==> config.mk <==
export PLATFORM = sky130hd
export DESIGN_NAME = game_session_ctrl_flat
export DESIGN_NICKNAME = d
export VERILOG_FILES = /design/src/rtl/game_session_ctrl_if.sv /design/src/rtl/game_session_ctrl.sv /design/src/flat_wrapper.sv
export SDC_FILE = /design/constraint.sdc
export NUM_CORES = 1
export LEC_CHECK = 0
export CORE_MARGIN = 8
export CORE_UTILIZATION = 25
export DETAILED_ROUTE_END_ITERATION = 7
export GPL_ROUTABILITY_DRIVEN = 1
export PLACE_DENSITY_LB_ADDON = 0.1
export SLEW_MARGIN = 10
export SYNTH_ARGS = -nofsm -noshare
export SYNTH_HDL_FRONTEND = slang
export SYNTH_SLANG_ARGS = --single-unit
==> constraint.sdc <==
create_clock -name i_vga_clk -period 2.5 [get_ports i_vga_clk]
set_input_delay 0.5 -clock i_vga_clk [delete_from_list [all_inputs] [get_ports i_vga_clk]]
set_output_delay 0.5 -clock i_vga_clk [all_outputs]
set_load 0.005 [all_outputs]
==> src/rtl/game_session_ctrl_if.sv <==
// Session controller bus: game-core events in, session status out.
// master drives events; slave is the session controller.
interface game_session_ctrl_if;

  logic       frame_tick;
  logic       start_pulse;
  logic       pause_pulse;
  logic       ball_lost;
  logic       bricks_cleared;

  logic       game_active;
  logic       serve_hold;
  logic       level_load;
  logic [1:0] level_num;
  logic [2:0] lives;
  logic [1:0] scene_sel;
  logic [2:0] state_leds;

  modport master (
    output frame_tick,
    output start_pulse,
    output pause_pulse,
    output ball_lost,
    output bricks_cleared,
    input  game_active,
    input  serve_hold,
    input  level_load,
    input  level_num,
    input  lives,
    input  scene_sel,
    input  state_leds
  );

  modport slave (
    input  frame_tick,
    input  start_pulse,
    input  pause_pulse,
    input  ball_lost,
    input  bricks_cleared,
    output game_active,
    output serve_hold,
    output level_load,
    output level_num,
    output lives,
    output scene_sel,
    output state_leds
  );

endinterface

==> src/rtl/game_session_ctrl.sv <==
// Breakout session sequencer: lives, levels, serve countdown, end scenes.
// Optional pause state enabled by defining GAME_PAUSE_EN.
module game_session_ctrl #(
  parameter int LIVES_INIT   = 3,
  parameter int NUM_LEVELS   = 3,
  parameter int SERVE_FRAMES = 60,
  parameter int END_FRAMES   = 300
) (
  input  logic                i_vga_clk,
  input  logic                i_sys_rst,
  game_session_ctrl_if.slave  io_sess
);

  localparam logic [2:0] ST_START = 3'd0;
  localparam logic [2:0] ST_LOAD  = 3'd1;
  localparam logic [2:0] ST_SERVE = 3'd2;
  localparam logic [2:0] ST_PLAY  = 3'd3;
  localparam logic [2:0] ST_WIN   = 3'd4;
  localparam logic [2:0] ST_LOSE  = 3'd5;
`ifdef GAME_PAUSE_EN
  localparam logic [2:0] ST_PAUSE = 3'd6;
`endif

  localparam logic [2:0] LIVES_N  = 3'(LIVES_INIT);
  localparam logic [1:0] LVL_LAST = 2'(NUM_LEVELS - 1);
  localparam logic [9:0] SRV_N    = 10'(SERVE_FRAMES);
  localparam logic [9:0] END_N    = 10'(END_FRAMES);

  logic [2:0] r_state;
  logic [9:0] r_frame_cnt;
  logic [2:0] r_lives;
  logic [1:0] r_level;
  logic       r_game_active;
  logic       r_serve_hold;
  logic       r_level_load;
  logic [1:0] r_scene_sel;
  logic [2:0] r_state_leds;

  logic [2:0] w_nxt_state;
  logic [9:0] w_nxt_cnt;
  logic [2:0] w_nxt_lives;
  logic [1:0] w_nxt_level;
  logic [9:0] w_cnt_inc;

  logic       w_game_active;
  logic       w_serve_hold;
  logic       w_level_load;
  logic [1:0] w_scene_sel;
  logic [2:0] w_state_leds;

`ifdef GAME_PAUSE_EN
  logic       r_saved_serve;
  logic       w_nxt_saved;
`else
  logic       w_unused_pause;
  assign w_unused_pause = io_sess.pause_pulse;
`endif

  // saturating frame counter increment
  assign w_cnt_inc = (r_frame_cnt == 10'h3FF) ?
                     r_frame_cnt : r_frame_cnt + 10'd1;

  // next-state and session bookkeeping; pause wins over same-cycle events
  always_comb begin
    w_nxt_state = r_state;
    w_nxt_cnt   = r_frame_cnt;
    w_nxt_lives = r_lives;
    w_nxt_level = r_level;
`ifdef GAME_PAUSE_EN
    w_nxt_saved = r_saved_serve;
`endif
    unique case (1'b1)
      (r_state == ST_START): begin
        if (io_sess.start_pulse) begin
          w_nxt_state = ST_LOAD;
          w_nxt_lives = LIVES_N;
          w_nxt_level = 2'd0;
          w_nxt_cnt   = 10'd0;
        end
      end
      (r_state == ST_LOAD): begin
        w_nxt_state = ST_SERVE;
        w_nxt_cnt   = 10'd0;
      end
      (r_state == ST_SERVE): begin
`ifdef GAME_PAUSE_EN
        if (io_sess.pause_pulse) begin
          w_nxt_state = ST_PAUSE;
          w_nxt_saved = 1'b1;
        end else
`endif
        if (io_sess.frame_tick) begin
          if (w_cnt_inc >= SRV_N) begin
            w_nxt_state = ST_PLAY;
            w_nxt_cnt   = 10'd0;
          end else begin
            w_nxt_cnt   = w_cnt_inc;
          end
        end
      end
      (r_state == ST_PLAY): begin
`ifdef GAME_PAUSE_EN
        if (io_sess.pause_pulse) begin
          w_nxt_state = ST_PAUSE;
          w_nxt_saved = 1'b0;
        end else
`endif
        if (io_sess.bricks_cleared) begin
          w_nxt_cnt = 10'd0;
          if (r_level >= LVL_LAST) begin
            w_nxt_state = ST_WIN;
          end else begin
            w_nxt_state = ST_LOAD;
            w_nxt_level = r_level + 2'd1;
          end
        end else if (io_sess.ball_lost) begin
          w_nxt_cnt = 10'd0;
          if (r_lives <= 3'd1) begin
            w_nxt_state = ST_LOSE;
            w_nxt_lives = 3'd0;
          end else begin
            w_nxt_state = ST_SERVE;
            w_nxt_lives = r_lives - 3'd1;
          end
        end
      end
      (r_state == ST_WIN) ||
      (r_state == ST_LOSE): begin
        if (io_sess.start_pulse) begin
          w_nxt_state = ST_START;
          w_nxt_cnt   = 10'd0;
        end else if (io_sess.frame_tick) begin
          if (w_cnt_inc >= END_N) begin
            w_nxt_state = ST_START;
            w_nxt_cnt   = 10'd0;
          end else begin
            w_nxt_cnt   = w_cnt_inc;
          end
        end
      end
`ifdef GAME_PAUSE_EN
      (r_state == ST_PAUSE): begin
        if (io_sess.pause_pulse) begin
          w_nxt_state = r_saved_serve ?
                        ST_SERVE : ST_PLAY;
        end
      end
`endif
      default: begin
        w_nxt_state = ST_START;
        w_nxt_cnt   = 10'd0;
      end
    endcase
  end

  // output decode from the next state so outputs register with it
  always_comb begin
    w_game_active = 1'b0;
    w_serve_hold  = 1'b0;
    w_level_load  = 1'b0;
    w_scene_sel   = 2'b00;
    w_state_leds  = 3'b001;
    unique case (1'b1)
      (w_nxt_state == ST_LOAD): begin
        w_level_load  = 1'b1;
        w_scene_sel   = 2'b01;
        w_state_leds  = 3'b010;
      end
      (w_nxt_state == ST_SERVE): begin
        w_game_active = 1'b1;
        w_serve_hold  = 1'b1;
        w_scene_sel   = 2'b01;
        w_state_leds  = 3'b010;
      end
      (w_nxt_state == ST_PLAY): begin
        w_game_active = 1'b1;
        w_scene_sel   = 2'b01;
        w_state_leds  = 3'b010;
      end
      (w_nxt_state == ST_WIN): begin
        w_scene_sel   = 2'b10;
        w_state_leds  = 3'b100;
      end
      (w_nxt_state == ST_LOSE): begin
        w_scene_sel   = 2'b11;
        w_state_leds  = 3'b101;
      end
`ifdef GAME_PAUSE_EN
      (w_nxt_state == ST_PAUSE): begin
        w_serve_hold  = w_nxt_saved;
        w_scene_sel   = 2'b01;
        w_state_leds  = 3'b010;
      end
`endif
      default: begin
        w_scene_sel   = 2'b00;
        w_state_leds  = 3'b001;
      end
    endcase
  end

  // state, counters and registered outputs
  always_ff @(posedge i_vga_clk) begin
    if (i_sys_rst) begin
      r_state       <= ST_START;
      r_frame_cnt   <= 10'd0;
      r_lives       <= LIVES_N;
      r_level       <= 2'd0;
      r_game_active <= 1'b0;
      r_serve_hold  <= 1'b0;
      r_level_load  <= 1'b0;
      r_scene_sel   <= 2'b00;
      r_state_leds  <= 3'b001;
    end else begin
      r_state       <= w_nxt_state;
      r_frame_cnt   <= w_nxt_cnt;
      r_lives       <= w_nxt_lives;
      r_level       <= w_nxt_level;
      r_game_active <= w_game_active;
      r_serve_hold  <= w_serve_hold;
      r_level_load  <= w_level_load;
      r_scene_sel   <= w_scene_sel;
      r_state_leds  <= w_state_leds;
    end
  end

`ifdef GAME_PAUSE_EN
  // remembers whether pause was entered from the serve countdown
  always_ff @(posedge i_vga_clk) begin
    if (i_sys_rst) begin
      r_saved_serve <= 1'b0;
    end else begin
      r_saved_serve <= w_nxt_saved;
    end
  end
`endif

  assign io_sess.game_active = r_game_active;
  assign io_sess.serve_hold  = r_serve_hold;
  assign io_sess.level_load  = r_level_load;
  assign io_sess.level_num   = r_level;
  assign io_sess.lives       = r_lives;
  assign io_sess.scene_sel   = r_scene_sel;
  assign io_sess.state_leds  = r_state_leds;

endmodule

==> src/flat_wrapper.sv <==
// flat-port wrapper written by rule: the top's interface ports become plain ports
module game_session_ctrl_flat 
#(
  parameter int LIVES_INIT   = 3,
  parameter int NUM_LEVELS   = 3,
  parameter int SERVE_FRAMES = 60,
  parameter int END_FRAMES   = 300
)
  (i_vga_clk, i_sys_rst, io_sess_frame_tick, io_sess_start_pulse, io_sess_pause_pulse, io_sess_ball_lost, io_sess_bricks_cleared, io_sess_game_active, io_sess_serve_hold, io_sess_level_load, io_sess_level_num, io_sess_lives, io_sess_scene_sel, io_sess_state_leds);
  game_session_ctrl_if io_sess_i ();
  input  logic i_vga_clk;
  input  logic i_sys_rst;
  input wire logic [$bits(io_sess_i.frame_tick)-1:0] io_sess_frame_tick;
  input wire logic [$bits(io_sess_i.start_pulse)-1:0] io_sess_start_pulse;
  input wire logic [$bits(io_sess_i.pause_pulse)-1:0] io_sess_pause_pulse;
  input wire logic [$bits(io_sess_i.ball_lost)-1:0] io_sess_ball_lost;
  input wire logic [$bits(io_sess_i.bricks_cleared)-1:0] io_sess_bricks_cleared;
  output wire logic [$bits(io_sess_i.game_active)-1:0] io_sess_game_active;
  output wire logic [$bits(io_sess_i.serve_hold)-1:0] io_sess_serve_hold;
  output wire logic [$bits(io_sess_i.level_load)-1:0] io_sess_level_load;
  output wire logic [$bits(io_sess_i.level_num)-1:0] io_sess_level_num;
  output wire logic [$bits(io_sess_i.lives)-1:0] io_sess_lives;
  output wire logic [$bits(io_sess_i.scene_sel)-1:0] io_sess_scene_sel;
  output wire logic [$bits(io_sess_i.state_leds)-1:0] io_sess_state_leds;
  assign io_sess_i.frame_tick = io_sess_frame_tick;
  assign io_sess_i.start_pulse = io_sess_start_pulse;
  assign io_sess_i.pause_pulse = io_sess_pause_pulse;
  assign io_sess_i.ball_lost = io_sess_ball_lost;
  assign io_sess_i.bricks_cleared = io_sess_bricks_cleared;
  assign io_sess_game_active = io_sess_i.game_active;
  assign io_sess_serve_hold = io_sess_i.serve_hold;
  assign io_sess_level_load = io_sess_i.level_load;
  assign io_sess_level_num = io_sess_i.level_num;
  assign io_sess_lives = io_sess_i.lives;
  assign io_sess_scene_sel = io_sess_i.scene_sel;
  assign io_sess_state_leds = io_sess_i.state_leds;
  game_session_ctrl #(.LIVES_INIT(LIVES_INIT), .NUM_LEVELS(NUM_LEVELS), .SERVE_FRAMES(SERVE_FRAMES), .END_FRAMES(END_FRAMES)) u_core (.i_vga_clk(i_vga_clk), .i_sys_rst(i_sys_rst), .io_sess(io_sess_i));
endmodule
# Word-level counts from Yosys, hierarchy flattened
# Index checks and enable logic that the tools add are counted.
# totals
wordCells	78
regBits	26
out_inout_bits	13
input_bits	7
# op_classes
muxes	35
eq_ne	19
addsub	3
n_lt_le_gt_ge	4
reduce_logical	8
# ops
op	n
$mux W10	9
$mux W3	14
$pmux W10 S4	1
$pmux W3 S5	1
$eq A3 B2 Y1 const B	4
$eq A3 B3 Y1 const B	4
$ne A2 B2 Y1 const B	6
$reduce_and A4 Y1	3
$add A10 B1 Y10 const B	1
$eq A10 B10 Y1 const B	1
$ge A10 B6 Y1 const B	1
$ge A10 B9 Y1 const B	1
$pmux W3 S3	1
$eq A3 B1 Y1 const B	2
$mux W2	3
$ne A3 B3 Y1 const B	2
$pmux W2 S3	1
$pmux W3 S2	1
$pmux W2 S2	1
$le A3 B1 Y1 const B	1
$logic_not A3 Y1	1
$mux W1	3
$reduce_or A3 Y1	1
$sub A3 B1 Y3 const B	1
5 further kinds	5

# Logic depth before layout (Yosys ltp)
# Gate-level depths: netlist (run 1).
# logic_depth
depth_word	10
mapped_depth	10
depth_no_buf	9

# Worst setup path before layout (run 1)
# OpenSTA, ideal clock, no wires.
# synth_path
kind	flip-flop to flip-flop
from	register u_core.r_frame_cnt[1]
to	register u_core.r_frame_cnt[4]
stages_incl_launch_ff	10
arrival_ns	2.078
period_less_slack_ns	2.167
path_buffers	1
required_ns	2.412
setup_time_ns	0.088
setup_slack_ns	0.333
cell_sequence	dfxtp_1 -> ha_1 -> nand3_2 -> a2111oi_2 -> a211oi_1 -> a221oi_2 -> nand2_1 -> a31o_1 -> buf_6 -> a311oi_2
# synth_via
elab_chain_cells	7
word_cells_on_any_way	11
cone_classes	add/sub (1); order compare (2); eq/ne (1); mux (7)
# synth_rtl
item	line	text
start: declaration	game_session_ctrl.sv:30	logic [9:0] r_frame_cnt;
start signal: assignment	game_session_ctrl.sv:216	r_frame_cnt <= w_nxt_cnt;
$add A10 B1 Y10 / $eq A10 B10 Y1 (equally long branches)	game_session_ctrl.sv:61, game_session_ctrl.sv:60	
$mux W10 (*)	game_session_ctrl.sv:60	assign w_cnt_inc = (r_frame_cnt == 10'h3FF) ?
$ge A10 B9 Y1	game_session_ctrl.sv:133	if (w_cnt_inc >= END_N) begin
$mux W10	game_session_ctrl.sv:133	
$mux W10	game_session_ctrl.sv:132	end else if (io_sess.frame_tick) begin
$mux W10	game_session_ctrl.sv:129	if (io_sess.start_pulse) begin
$pmux W10 S4 (*)	game_session_ctrl.sv:72	unique case (1'b1)
# Mark *: on every way between the ends. The rest lies on a longest branch, timed or not. The select of a mux whose other input is x is not followed.
# A chain may end at the register's enable or synchronous reset.

# Final worst setup path (run 1)
# layout_path
from	register u_core.r_frame_cnt[0]
to	register u_core.r_frame_cnt[2]
# The elaborated chain is that of the path after synthesis.

==> results.ini, run 1 <==
[status]
status=finished clean

[grt]
antenna_found_initial=0
grt_pass1_vias=1309
grt_start_max_net_pins=15
grt_overflow=0
grt_pass1_wl_um=6380
grt_util_all_layers=0.0881

[yosys]
netlist-cell-type-count=60
synthAdderAreaFrac=0.0234
async_flop_share=0
synth_simple_gate_area_frac=0.308
synth_top_family_by_area=simple AND/OR/NAND/NOR gates
netlist.area_leader.share=0.312
synthCells=185
yosys-top-cells-count=dfxtp_1, nor2_1, nand2_1
syn_area_um2=1610
syn_avg_cell_area_um2=8.68
synth_nets=195
yosys.area_share.xor_xnor=0.00545
synth.yosys.seq_area_share=0.312
synthMuxAreaShare=0.0312
synth_compound_area_frac=0.234
synth_edf_count=0
yosysWarningCount=0
synth_ff_type=dfxtp_1
yosysTopAreaCell=dfxtp_1
ys_ff_latch=25
synthTopCellsByArea=dfxtp_1, nor2_1, a21oi_1

[drt]
antenna_left=0
first_iter_violations=38
routedWlPerCell_um=13.6
drtPass1Iterations=4
vias=1379
route.detailed.drc=0
routed_wl_um=3800
via_per_inst=4.93

[worst_hold_path]
min_to=u_core.io_sess.lives[2]$_SDFFE_PP0P_
hp-start=u_core.io_sess.lives[2]$_SDFFE_PP0P_
hold_path.class=flop to flop
hold_path_depth=2

[finish]
final_core_utilization=0.301
layout-drive-gt1-share=0.187
diodes=0
finalNonFillerCells=280
syn_to_final_growth_pct=17.4
nets=214
finalInstanceArea_um2=1890
nFillCells=664

[sta]
worst_pin_slew_ns=0.458
max_freq_ghz=0.439
skew_ns=0.0121
holdWs_ns=0.535
final_hold_viol_count=0
setup_viol=0
rsz0062_at_grt=false
fin_ws_ns=0.220
tns_ns=0
period_share=0.912
slew_headroom=0.695
period_minus_slack_ns=2.28
finalMaxSlewViolations=0

[setup_path]
crit_fanout=9
worst-setup-path-type=flop to flop
reg2reg_depth=8
r2r_start=u_core.r_frame_cnt[0]$_SDFFE_PP0P_
critPathArrivalTime_ns=2.46
r2r_setup_slack_ns=0.22
worstReg2RegEnd=u_core.r_frame_cnt[2]$_SDFFE_PP0P_
end_kind=flop
cp.required_ns=2.68
startpoint_type=flop

[floorplanning]
fp.dieW_um=96.2
die-area_um2=9250
start_util=0.256
die_y_um=96.2
placementRows=29
pin_count=20
core-area_um2=6280

[clock_network]
htree_levels=1
insertion_delay_ns=0.28
cts_made_buffers=3
hold_buffers=0
cts_sinks=25
clk_pin_slew_ns=0.09
tritoncts=built
clockRootBuffer=clkbuf_8
clock_tree.buffer_depth=2

[placement]
placed_cell_area_um2=1840
port_buffers=18
place_inst=276
post-place-ws_ns=0.0704
hpwl_um=2930
gp_congestion=0.872

[power]
irDropWorstVdd_mv=0.186
p_per_area_nw_per_um2=432
power_mw=0.815
p_leak_nw=0.689

[run]
maxCapViolations=0

-- sequential cells by signal, summed over array words and instances (netlist names) --
signal / count
u_core.io_sess.serve_hold: 1
u_core.io_sess.level_num: 2
u_core.io_sess.level_load: 1
u_core.io_sess.state_leds: 3
u_core.io_sess.game_active: 1
u_core.r_state: 3
u_core.r_frame_cnt: 10
u_core.io_sess.lives: 3
u_core.io_sess.scene_sel: 1
-- where the power goes --
group	switching (mW)	total [mW]	internal, mW
registers	0.0124	0.427	0.414
clock network	0.138	0.249	0.112
logic	0.0712	0.139	0.0681
total	0.221	0.815	0.594
-- layout by cell type (no fill, tap or decap), types with 3 or more instances in the layout --
master / count
a311oi_2: 3
nand4_1: 7
dfxtp_1: 24
nor3_1: 3
clkbuf_8: 3
inv_1: 3
nor2_1: 25
nand3_1: 4
nand2_1: 14
or3_1: 4
a21oi_1: 11
o21ai_0: 9
nand3b_1: 3
buf_4: 11
clkdlybuf4s50_1: 18
and2_1: 4
mux2i_1: 5
-- per-layer routing --
layer / GRT usage / up-vias / wire length [um] / share of wire
met5: 0 / - / 0 / 0
met1: 0.105 / 650 / 1780 / 0.47
met2: 0.151 / 17 / 1820 / 0.48
li1: - / 710 / - / -
met3: 0.0179 / 2 / 171 / 0.045
met4: 0.0359 / 0 / 29 / 0.0076
-- worst max-delay path, cell delays in order, from the launching register on --
cell and delay, ns:
dfxtp_1 0.32, ha_2 0.22, and3_1 0.27, a31oi_1 0.22, a21oi_1 0.10, a221oi_2 0.39
nand2_1 0.09, a31o_1 0.33, a311oi_2 0.23
-- repair_timing --
item,4_1_cts,5_1_grt
gates resized for setup,0,2
setup buffers,0,0
endpoints found under the setup margin,0,4
-- worst max path at each step --
stage | startpoint | endpoint | slack [ns]
after floorplan | u_core.r_frame_cnt[1]$_SDFFE_PP0P_ | u_core.r_frame_cnt[4]$_SDFFE_PP0P_ | 0.33
after global placement | io_sess_bricks_cleared | u_core.io_sess.state_leds[0]$_SDFF_PP1_ | 0.09
after detailed placement | io_sess_start_pulse | u_core.io_sess.level_num[0]$_SDFFE_PP0P_ | 0.07
after CTS | u_core.r_frame_cnt[0]$_SDFFE_PP0P_ | u_core.r_frame_cnt[4]$_SDFFE_PP0P_ | 0.12
after global routing | u_core.r_frame_cnt[0]$_SDFFE_PP0P_ | u_core.r_frame_cnt[2]$_SDFFE_PP0P_ | 0.01
final | u_core.r_frame_cnt[0]$_SDFFE_PP0P_ | u_core.r_frame_cnt[2]$_SDFFE_PP0P_ | 0.22
-- logic make-up (layout without fill, tap and decap cells) --
logic type / Yosys count / after routing
fa+ha+maj: 3 / 3
buf+inv: 18 / 36
xor+xnor: 1 / 1
mux: 5 / 5
simple gates: 85 / 85
compound gates: 48 / 48
flops: 25 / 25
-- area by class of cell --
type                       count  area, um^2  area share
clock buffer                   3        41.3      0.0219
clock inverter                 1        5.00     0.00265
inverter                       3        11.3     0.00597
multi-input combinational    142         968       0.513
sequential                    25         502       0.266
tap                           77        96.3      0.0511
timing repair buffer          29         263       0.139
Power figures use the tool's default switching activity.
==> run 2, diff against run 1 <==
Settings changed: PLACE_DENSITY_LB_ADDON 0.1 to not set.
==> results.ini, run 2 (synthesis results as in run 1) <==
[floorplanning]
die_y_um=96.2
core-area_um2=6280
start_util=0.256
pin_count=20
die-area_um2=9250
placementRows=29
fp.dieW_um=96.2

[clock_network]
insertion_delay_ns=0.28
hold_buffers=0
tritoncts=built
clock_tree.buffer_depth=2
clockRootBuffer=clkbuf_8
htree_levels=1
cts_sinks=25
clk_pin_slew_ns=0.10
cts_made_buffers=3

[setup_path]
path_cells=ha_1 -> and3_1 -> a31oi_1 -> a21oi_1 -> a221oi_2 -> nand2_1 -> a31o_2 -> a311oi_2
cp.required_ns=2.69
crit_fanout=9
startpoint_type=flop
critPathArrivalTime_ns=2.47
slowest_stage=a221oi_2
end_kind=flop
worst-setup-path-type=flop to flop
slowest_delay_ns=0.40

[placement]
port_buffers=18
placed_cell_area_um2=1840
gp_congestion=0.900
place_inst=277
hpwl_um=2730

[sta]
holdWs_ns=0.539
period_minus_slack_ns=2.28
rsz0062_at_grt=false
finalMaxSlewViolations=0
slew_headroom=0.720
period_share=0.911
setup_viol=0
final_hold_viol_count=0
skew_ns=0.00436
worst_pin_slew_ns=0.416
tns_ns=0
max_freq_ghz=0.439

[grt]
grt_pass1_vias=1290
grt_start_max_net_pins=16
grt-busiest-layer=met2
use_met2=0.137
grt_overflow=0
grt_use_met1=0.0983
antenna_found_initial=0
grt_pass1_wl_um=6040
use_met3=0.0250
grt_util_all_layers=0.0813

[finish]
nFillCells=698
nets=216
finalInstanceArea_um2=1900
syn_to_final_growth_pct=18.3
final_cell_mix=nor2_1, dfxtp_1, clkdlybuf4s50_1
largest_reg_flops=10
register_area_um2=500
finalNonFillerCells=282
diodes=0
multi_input_area_um2=966
layout-drive-gt1-share=0.190
largest-register=u_core.r_frame_cnt

[drt]
routedWlPerCell_um=13.0
first_iter_violations=44
drtPass1Iterations=4
vias=1413
antenna_left=0
routed_wl_um=3660
via_per_inst=5.01
route.detailed.drc=0

[worst_hold_path]
hold_path.class=flop to flop

[power]
irDropWorstVdd_mv=0.293
p_per_area_nw_per_um2=433
p_leak_nw=0.697

[run]
maxCapViolations=0

[status]
status=finished clean

run 2: cell types whose count changed in the layout (fill, tap and decap cells not counted), sizes merged:
cell and delta:
buf +2, clkinv -1, clkinvlp +1
run 2: metrics by stage:
step / setup WS [ns] / util / power, mW
3_5_place_dp: 0.141 / 0.294 / 0.577
2_1_floorplan: 0.333 / - / 0.524
5_1_grt: 0.0141 / 0.303 / 0.864
4_1_cts: 0.0947 / 0.302 / 0.836
3_3_place_gp: 0.184 / 0.294 / 0.575
6_report: 0.222 / 0.303 / 0.823
run 2: worst max-delay path: cells and delay by family (launching register included):
kind | cells | cell delay [ns]
AO/OA/AOI/OAI | 5 | 1.22
flip-flops | 1 | 0.33
AND/OR/NAND/NOR | 2 | 0.37
adder cells (fa/ha/maj) | 1 | 0.27
run 2: where the power goes:
group | total (mW) | internal [mW] | leakage [nW] | switching (mW)
Combinational | 0.139 | 0.0706 | 0.472 | 0.0689
Clock | 0.257 | 0.113 | 0.0217 | 0.143
Sequential | 0.427 | 0.414 | 0.204 | 0.0130
run 2: cell type report:
class | instances | area share
clock buffer | 3 | 0.0217
clock inverter | 1 | 0.00395
inverter | 3 | 0.00592
multi-input combinational | 142 | 0.508
sequential | 25 | 0.263
tap | 77 | 0.0507
timing repair buffer | 31 | 0.146
run 2: worst paths after layout:
kind,start,slack (ns),to,cells after the start
setup / recovery,u_core.r_frame_cnt[0]$_SDFFE_PP0P_,0.22,u_core.r_frame_cnt[4]$_SDFFE_PP0P_,8
hold / removal,u_core.io_sess.lives[2]$_SDFFE_PP0P_,0.54,u_core.io_sess.lives[2]$_SDFFE_PP0P_,2
setup reg to reg,u_core.r_frame_cnt[0]$_SDFFE_PP0P_,0.22,u_core.r_frame_cnt[4]$_SDFFE_PP0P_,8
hold reg to reg,u_core.io_sess.lives[2]$_SDFFE_PP0P_,0.54,u_core.io_sess.lives[2]$_SDFFE_PP0P_,2
run 2: per-layer routing:
metal | vias to the layer above | wire (um) | share of wire
met3 | 4 | 212 | 0.058
met2 | 25 | 1680 | 0.46
met5 | - | 0 | 0
li1 | 716 | - | -
met4 | 0 | 35 | 0.0096
met1 | 668 | 1730 | 0.47
run 2: what timing repair did:
action / in CTS / in global routing
endpoints found under the hold margin: 0 / 0
setup endpoints to repair: 0 / 7
gates resized for setup: 0 / 1
buffers inserted: 0 / 1
==> run 3, diff against run 2 <==
==> constraint.sdc (replaced) <==
create_clock -name i_vga_clk -period 2.5 [get_ports i_vga_clk]
set_input_delay 0.25 -clock i_vga_clk [delete_from_list [all_inputs] [get_ports i_vga_clk]]
set_output_delay 0.25 -clock i_vga_clk [all_outputs]
set_load 0.005 [all_outputs]
==> results.ini, run 3 (synthesis results as in run 1) <==
[status]
status=finished clean

[finish]
final_core_utilization=0.299
final_cell_mix=nor2_1, dfxtp_1, clkdlybuf4s50_1
largest-register=u_core.r_frame_cnt
largest_reg_flops=10
nets=213
nFillCells=669
diodes=0
finalInstanceArea_um2=1880
syn_to_final_growth_pct=16.9
layout-drive-gt1-share=0.173

[floorplanning]
start_util=0.256
core-area_um2=6280
pin_count=20
die-area_um2=9250
fp.dieW_um=96.2
placementRows=29
die_y_um=96.2

[clock_network]
clk_pin_slew_ns=0.10
cts_made_buffers=3
cts_resized=0
htree_levels=1
hold_buffers=0
tritoncts=built
clockRootBuffer=clkbuf_8
cts_sinks=25
insertion_delay_ns=0.28
cts_setup_buffers=0
clock_tree.buffer_depth=2

[setup_path]
startpoint_type=flop
critPathArrivalTime_ns=2.49
crit_fanout=9
slowest_stage=a221oi_2
slowest_delay_ns=0.36
path_cells=ha_1 -> and3_1 -> a31oi_1 -> a21oi_1 -> a221oi_2 -> nand2_1 -> a31o_1 -> a311oi_2
cp.required_ns=2.69
end_kind=flop
worst-setup-path-type=flop to flop

[placement]
post-place-ws_ns=0.185
hpwl_um=2670
gp_congestion=0.872
port_buffers=18
placed_cell_area_um2=1820

[power]
power.internal_mw=0.592
p_comb_frac=0.163
clkPwrFrac=0.314
power.net_switching_mw=0.225
p_per_area_nw_per_um2=435
power_mw=0.817
p_seq_frac=0.523
swShare=0.276
p_leak_nw=0.683
irDropWorstVdd_mv=0.169

[sta]
skew_ns=0.00661
slew_headroom=0.690
worst_pin_slew_ns=0.465
period_minus_slack_ns=2.29
setup_viol=0
final_hold_viol_count=0
max_freq_ghz=0.436
rsz0062_at_grt=false
tns_ns=0
fin_ws_ns=0.207
period_share=0.917
finalMaxSlewViolations=0

[drt]
routedWlPerCell_um=13.1
drtPass1Iterations=4
vias=1411
routed_wl_um=3660
first_iter_violations=54
antenna_left=0
route.detailed.drc=0
via_per_inst=5.06

[worst_hold_path]
hold_path.class=flop to flop

[grt]
antenna_found_initial=0
grt_pass1_vias=1314
grt_pass1_wl_um=6100
grt_overflow=0
grt_util_all_layers=0.0810
grt_start_max_net_pins=16

[run]
maxCapViolations=0

## run 3: cell types whose count changed in the layout (fill, tap and decap cells not counted)
cell,delta
buf_4,-3
a31o_1,+1
a31o_2,-1
## run 3: final timing paths
path,start,endpoint,slack [ns],depth (start not counted)
setup / recovery,u_core.r_frame_cnt[0]$_SDFFE_PP0P_,u_core.r_frame_cnt[2]$_SDFFE_PP0P_,0.21,8
hold / removal,u_core.io_sess.lives[2]$_SDFFE_PP0P_,u_core.io_sess.lives[2]$_SDFFE_PP0P_,0.54,2
setup reg to reg,u_core.r_frame_cnt[0]$_SDFFE_PP0P_,u_core.r_frame_cnt[2]$_SDFFE_PP0P_,0.21,8
hold reg to reg,u_core.io_sess.lives[2]$_SDFFE_PP0P_,u_core.io_sess.lives[2]$_SDFFE_PP0P_,0.54,2
## run 3: worst max-delay path, delay by kind of cell (launching register included)
| family | cells | cell delay, ns |
|---|---|---|
| flip-flops | 1 | 0.33 |
| adder cells (fa/ha/maj) | 1 | 0.27 |
| AND/OR/NAND/NOR | 2 | 0.36 |
| AO/OA/AOI/OAI | 5 | 1.26 |
## run 3: final cells by class
class / instances / area, um^2 / share of cell area
multi-input cells: 142 / 966 / 0.514
flip-flops and latches: 25 / 500 / 0.266
repair buffers: 28 / 255 / 0.136
well taps: 77 / 96.3 / 0.0513
clock buffers: 3 / 41.3 / 0.0220
inverters: 3 / 11.3 / 0.00600
clock inverters: 1 / 7.51 / 0.00400
## run 3: per-layer routing
layer / vias up / share of wire / global-route usage
met2: 33 / 0.47 / 0.135
met4: 0 / 0.0036 / 0.0128
met3: 2 / 0.069 / 0.0242
li1: 710 / - / -
met1: 666 / 0.46 / 0.102
met5: - / 0 / 0
## run 3: power groups by stage
stage / Combinational (mW) / Sequential [mW] / Clock (mW)
finish: 0.134 / 0.427 / 0.256
global route: 0.149 / 0.430 / 0.281
floorplan: 0.0925 / 0.432 / 0
CTS: 0.136 / 0.428 / 0.268
global placement: 0.133 / 0.436 / 0
detailed placement: 0.135 / 0.437 / 0
## run 3: stage by stage
step,hold slack (ns),instances
CTS,0.545,278
floorplan,0.463,185
global route,0.579,279
detailed placement,0.529,274
finish,0.544,279
global placement,0.524,274
